### src/rtl/iicmb_wb_sequencer.sv
// Command sequencer for the iicmb_m_wb I2C controller: turns single-byte transfer
// requests into CSR/DPR/CMDR Wishbone sequences. Define IICMB_SEQ_POLL_EN to poll CMDR instead of using irq_i.
module iicmb_wb_sequencer #(
  parameter int WB_ADDR_WIDTH  = 2,
  parameter int WB_DATA_WIDTH  = 8,
  parameter int I2C_ADDR_WIDTH = 7,
  parameter int BUS_ID_WIDTH   = 4,
  parameter int TIMEOUT_CYCLES = 65535
) (
  input  logic                      clk_i,
  input  logic                      rst_i,
  input  logic                      req_valid,
  output logic                      req_ready,
  input  logic                      req_rw,
  input  logic [BUS_ID_WIDTH-1:0]   req_bus_id,
  input  logic [I2C_ADDR_WIDTH-1:0] req_addr,
  input  logic [WB_DATA_WIDTH-1:0]  req_data,
  output logic                      rsp_valid,
  output logic                      rsp_nak,
  output logic                      rsp_err,
  output logic [WB_DATA_WIDTH-1:0]  rsp_data,
  output logic                      cyc_o,
  output logic                      stb_o,
  output logic                      we_o,
  output logic [WB_ADDR_WIDTH-1:0]  adr_o,
  output logic [WB_DATA_WIDTH-1:0]  dat_o,
  input  logic [WB_DATA_WIDTH-1:0]  dat_i,
  input  logic                      ack_i,
  input  logic                      irq_i
);
  localparam logic [4:0] S_IDLE     = 5'd0,  S_INIT     = 5'd1,  S_BUS_DPR  = 5'd2,
                         S_BUS_CMD  = 5'd3,  S_BUS_WAIT = 5'd4,  S_STA_CMD  = 5'd5,
                         S_STA_WAIT = 5'd6,  S_ADR_DPR  = 5'd7,  S_ADR_CMD  = 5'd8,
                         S_ADR_WAIT = 5'd9,  S_DAT_DPR  = 5'd10, S_DAT_CMD  = 5'd11,
                         S_DAT_WAIT = 5'd12, S_RD_DPR   = 5'd13, S_STO_CMD  = 5'd14,
                         S_STO_WAIT = 5'd15, S_RESP     = 5'd16;

  localparam int TW = $clog2(TIMEOUT_CYCLES + 1);
  localparam logic [WB_ADDR_WIDTH-1:0] A_CSR  = WB_ADDR_WIDTH'(0);
  localparam logic [WB_ADDR_WIDTH-1:0] A_DPR  = WB_ADDR_WIDTH'(1);
  localparam logic [WB_ADDR_WIDTH-1:0] A_CMDR = WB_ADDR_WIDTH'(2);
`ifdef IICMB_SEQ_POLL_EN
  localparam logic [7:0] CSR_INIT = 8'h80;
`else
  localparam logic [7:0] CSR_INIT = 8'hC0;
`endif

  logic [4:0]                state, nxt;
  logic                      csr_done, rw_q;
  logic [BUS_ID_WIDTH-1:0]   bus_q;
  logic [I2C_ADDR_WIDTH-1:0] addr_q;
  logic [WB_DATA_WIDTH-1:0]  data_q;
  logic [TW-1:0]             tmo_cnt;
  logic                      is_wait, wait_go, tmo_hit, acc_we;
  logic [WB_ADDR_WIDTH-1:0]  acc_adr;
  logic [WB_DATA_WIDTH-1:0]  acc_dat;

  assign req_ready = (state == S_IDLE) && csr_done;
  assign rsp_valid = (state == S_RESP);
  assign is_wait   = state inside {S_BUS_WAIT, S_STA_WAIT, S_ADR_WAIT, S_DAT_WAIT, S_STO_WAIT};
  assign tmo_hit   = (tmo_cnt == TW'(TIMEOUT_CYCLES - 1));
`ifdef IICMB_SEQ_POLL_EN
  assign wait_go   = 1'b1;
`else
  assign wait_go   = irq_i;
`endif

  // Access issued by each step and the step that follows a clean completion.
  always_comb begin
    acc_adr = A_CMDR;
    acc_we  = 1'b1;
    acc_dat = '0;
    nxt     = state;
    case (state)
      S_INIT:     begin acc_adr = A_CSR; acc_dat = WB_DATA_WIDTH'(CSR_INIT); nxt = S_IDLE; end
      S_BUS_DPR:  begin acc_adr = A_DPR; acc_dat = WB_DATA_WIDTH'(bus_q); nxt = S_BUS_CMD; end
      S_BUS_CMD:  begin acc_dat = WB_DATA_WIDTH'(8'h06); nxt = S_BUS_WAIT; end
      S_BUS_WAIT: begin acc_we = 1'b0; nxt = S_STA_CMD; end
      S_STA_CMD:  begin acc_dat = WB_DATA_WIDTH'(8'h04); nxt = S_STA_WAIT; end
      S_STA_WAIT: begin acc_we = 1'b0; nxt = S_ADR_DPR; end
      S_ADR_DPR:  begin acc_adr = A_DPR; acc_dat = WB_DATA_WIDTH'({addr_q, rw_q}); nxt = S_ADR_CMD; end
      S_ADR_CMD:  begin acc_dat = WB_DATA_WIDTH'(8'h01); nxt = S_ADR_WAIT; end
      S_ADR_WAIT: begin acc_we = 1'b0; nxt = rw_q ? S_DAT_CMD : S_DAT_DPR; end
      S_DAT_DPR:  begin acc_adr = A_DPR; acc_dat = data_q; nxt = S_DAT_CMD; end
      S_DAT_CMD:  begin acc_dat = WB_DATA_WIDTH'(rw_q ? 8'h03 : 8'h01); nxt = S_DAT_WAIT; end
      S_DAT_WAIT: begin acc_we = 1'b0; nxt = rw_q ? S_RD_DPR : S_STO_CMD; end
      S_RD_DPR:   begin acc_adr = A_DPR; acc_we = 1'b0; nxt = S_STO_CMD; end
      S_STO_CMD:  begin acc_dat = WB_DATA_WIDTH'(8'h05); nxt = S_STO_WAIT; end
      S_STO_WAIT: begin acc_we = 1'b0; nxt = S_RESP; end
      default:    ;
    endcase
  end

  always_ff @(posedge clk_i) begin
    if (rst_i) begin
      state    <= S_INIT;
      csr_done <= 1'b0;
      cyc_o    <= 1'b0;
      stb_o    <= 1'b0;
      we_o     <= 1'b0;
      adr_o    <= '0;
      dat_o    <= '0;
      rw_q     <= 1'b0;
      bus_q    <= '0;
      addr_q   <= '0;
      data_q   <= '0;
      tmo_cnt  <= '0;
      rsp_nak  <= 1'b0;
      rsp_err  <= 1'b0;
      rsp_data <= '0;
    end else begin
      // Zero outside WAIT so every WAIT starts a fresh count.
      tmo_cnt <= is_wait ? tmo_cnt + TW'(1) : '0;
      case (state)
        S_IDLE:
          if (req_valid && req_ready) begin
            rw_q   <= req_rw;
            bus_q  <= req_bus_id;
            addr_q <= req_addr;
            data_q <= req_data;
            state  <= S_BUS_DPR;
          end
        S_RESP: begin
          rsp_nak  <= 1'b0;
          rsp_err  <= 1'b0;
          rsp_data <= '0;
          state    <= S_IDLE;
        end
        default:
          if (is_wait && tmo_hit && !(cyc_o && ack_i)) begin
            cyc_o   <= 1'b0;
            stb_o   <= 1'b0;
            we_o    <= 1'b0;
            rsp_err <= 1'b1;
            state   <= S_RESP;
          end else if (cyc_o) begin
            if (ack_i) begin
              cyc_o <= 1'b0;
              stb_o <= 1'b0;
              we_o  <= 1'b0;
              adr_o <= '0;
              dat_o <= '0;
              if (is_wait) begin
                // CMDR status: 7 DON, 6 NAK, 5 AL, 4 ERR; no bit set means keep waiting.
                if (dat_i[5] || dat_i[4]) begin
                  rsp_err <= 1'b1;
                  state   <= S_RESP;
                end else if (dat_i[6] && (state == S_ADR_WAIT || (state == S_DAT_WAIT && !rw_q))) begin
                  rsp_nak <= 1'b1;
                  state   <= S_STO_CMD;
                end else if (dat_i[7]) begin
                  state <= nxt;
                end
              end else begin
                if (state == S_RD_DPR) rsp_data <= dat_i;
                if (state == S_INIT) csr_done <= 1'b1;
                state <= nxt;
              end
            end
          end else if (!is_wait || wait_go) begin
            cyc_o <= 1'b1;
            stb_o <= 1'b1;
            we_o  <= acc_we;
            adr_o <= acc_adr;
            dat_o <= acc_we ? acc_dat : '0;
          end
      endcase
    end
  end
endmodule
### config.mk
export PLATFORM = sky130hd
export DESIGN_NAME = iicmb_wb_sequencer
export DESIGN_NICKNAME = d
export VERILOG_FILES = /design/src/rtl/iicmb_wb_sequencer.sv
export SDC_FILE = /design/constraint.sdc
export NUM_CORES = 1
export LEC_CHECK = 0
export CORE_ASPECT_RATIO = 0.9
export CORE_UTILIZATION = 56
export DETAILED_ROUTE_END_ITERATION = 10
export PLACE_DENSITY = 0.87
export SLEW_MARGIN = 20
export SYNTH_ARGS = -nofsm -noshare
export SYNTH_HDL_FRONTEND = slang
export SYNTH_SLANG_ARGS = --single-unit
### constraint.sdc
create_clock -name clk_i -period 4.1 [get_ports clk_i]
set_input_delay 1.025 -clock clk_i [delete_from_list [all_inputs] [get_ports clk_i]]
set_output_delay 1.025 -clock clk_i [all_outputs]
set_load 0.02 [all_outputs]
==> impl_metrics.tcl <==
set metrics [dict create \
    power_frac_comb 0.223 \
    relSlewSlack 0.463 \
    clock_skew_ns 0.00827 \
    peakVddDrop_uv 359 \
    hold_buffers 0 \
    clkTransAtPathRegs_ns 0.06 \
    synth_cells 374 \
    ys_types 60 \
    grt_pass1_vias 2588 \
    syn-num-nets 409 \
    status "finished, final reports clean" \
    crit_path_end_kind "output pin" \
    cts_resized 0 \
    path_class "reg -> out" \
    root_buffer "clkbuf_8" \
    clockBufferDepth 2 \
    synthToLayoutAreaGrowth_pct 25.3 \
    p_per_area_mw_per_mm2 411 \
    wl_per_cell_um 14.7 \
    cts_setup_buffers 0 \
    grt_setup_unrepaired "false" \
    ys_top_cells_by_area "dfxtp_1 (42%), nand2_1 (8.0%), a21oi_1 (6.4%)" \
    p_leak_nw 1.32 \
    grt_max_degree 22 \
    ant_nets 0 \
    finalWirelength_um 7290 \
    synth-seq-cells 65 \
    fin_hold_ws_ns 0.452 \
    reg2reg_depth 6 \
    seq_power_share 0.451 \
    power_switching_mw 0.479 \
    die_area_mm2 0.00578 \
    synth_top_cell_area_share 0.424 \
    clock-sinks 65 \
    worst-path-max-fanout 21 \
    cts-htree-levels 3 \
    grt_overflow 0 \
    syn_area_mm2 0.00307 \
    clk_latency_ns 0.35 \
    p_total_mw 1.58 \
    antenna_found_initial 0 \
    numCtsBuffers 9 \
    p_sw_frac 0.303 \
    worstMarginPinSlew_ns 0.799 \
    critPathLaunchType "register" \
    die_x_um 80.0 \
    num_vias 2888 \
    r2r-start "state[2]" \
    critPathRequiredTime_ns 3.07 \
    worst_ep_arrival_time_ns 2.35 \
    yosysWarnings 0 \
    port_buffers 57 \
    pin_count 58 \
    most-common-layout-cells "nand2_1 (65), dfxtp_1 (65), clkdlybuf4s50_1 (57), a21oi_1 (39), nor2_1 (33)" \
    min_period_over_period 0.823 \
    internal-power_mw 1.10 \
    grt_pass1_wl_um 11900 \
    nets 458 \
    synth_flop_cell "dfxtp_1" \
    diodes 0 \
    slew_violations 0 \
    finalHoldViolCount 0 \
    drive_above_1_share 0.0701 \
    drtIter0Drc 169 \
    drc 0 \
    fmax_mhz 296 \
    hold_end "rsp_data[7]" \
    dp_hpwl_um 5060 \
    clockPowerShare 0.325 \
    core_area_mm2 0.00526 \
    async_flop_share 0 \
    hold_depth 2 \
    initial_core_util 0.584 \
    ff2ff_setup_slack_ns 1.30 \
    timing.rr.end "dat_o[2]" \
    avgViaCountPerCell 5.83 \
    synth_top_area_cell "dfxtp_1" \
    cap_violations 0 \
    rows 25 \
    firstDrtPassIters 5 \
    place_congestion 0.859 \
    die_y_um 72.2 \
    track_usage 0.271 \
    hold_class "reg -> reg" \
    setup_violations 0 \
    postSynthAreaPerCell_um2 8.20 \
    hp-start "rsp_data[7]" \
    synth.yosys.seq_area_share 0.424 \
    setup_tns_ns 0 \
    cts_tree "built" \
    final.min_clock_period_ns 3.37 \
    synth_edf_count 0 \
]
[power groups by stage]
stage	Combinational (mW)	Clock (mW)	Sequential [mW]
2_1_floorplan	0.229	0	0.723
3_3_place_gp	0.343	0	0.724
6_report	0.353	0.514	0.713
4_1_cts	0.350	0.527	0.712
3_5_place_dp	0.347	0	0.725
5_1_grt	0.383	0.552	0.718
[sequential cells by signal, indices dropped and copies added, names as in the netlist, 2 cells and up]
register,cells
tmo_cnt,16
data_q,8
adr_o,2
dat_o,8
addr_q,7
rsp_data,8
state,5
bus_q,4
[per-stage QoR]
step / worst slack [ns] / utilization / std cells / instance area [um2]
after global placement: 1.16 / 0.695 / 479 / 3650
after global routing: 0.618 / 0.732 / 495 / 3840
after CTS: 0.741 / 0.732 / 495 / 3840
final: 0.725 / 0.732 / 495 / 3840
after floorplan: 1.82 / - / 374 / 3070
after detailed placement: 1.13 / 0.695 / 479 / 3650
[cell families after synthesis]
kind of cell    Yosys count  share of synthesized area
simple gates            163                      0.268
compound gates           94                      0.208
flops                    65                      0.424
buf+inv                  34                     0.0457
xor+xnor                 16                     0.0457
fa+ha+maj                 2                    0.00816
[final cells by class]
type,count,area [um2]
multi-input cells,275,1630
inverters,11,41.3
clock buffers,12,165
clock inverters,4,26.3
flip-flops and latches,65,1300
repair buffers,61,601
well taps,67,83.8
fillers,421,1410
[worst max-delay path, stage by stage (launching register included)]
cell	delay, ns
dfxtp_1	0.53
nor4_2	0.30
buf_4	0.23
and2_0	0.28
clkdlybuf4s50_1	0.66
[worst max-delay path by stage]
stage,start,to,slack [ns]
4_1_cts,state[2],rsp_valid,0.74
3_5_place_dp,state[2],rsp_valid,1.13
3_3_place_gp,state[2],rsp_valid,1.16
6_report,state[2],rsp_valid,0.73
2_1_floorplan,state[1],req_ready,1.82
5_1_grt,state[2],rsp_valid,0.62
[cell usage after synthesis (all sizes together) (2+ instances only)]
cell type / instances
a22o: 12
nand3b: 4
buf: 10
clkbuf: 13
a221o: 3
xor2: 9
nand2b: 3
or3: 3
and2: 6
nor2b: 7
o31ai: 2
nor3: 13
nand2: 65
nand4: 6
xnor2: 7
dfxtp: 65
nor4: 5
o311ai: 2
nand3: 7
nor2: 33
a31oi: 4
a21oi: 39
ha: 2
and3: 2
o21ai: 13
a22oi: 6
inv: 11
and4: 2
[layer usage]
metal | share of wire | vias to the layer above | GRT usage
met5 | 0 | - | 0
met4 | 0.013 | 0 | 0.117
met3 | 0.065 | 10 | 0.0704
met2 | 0.47 | 97 | 0.432
met1 | 0.45 | 1368 | 0.349
li1 | - | 1413 | -
Note: power is estimated with default switching activity, not from simulation.
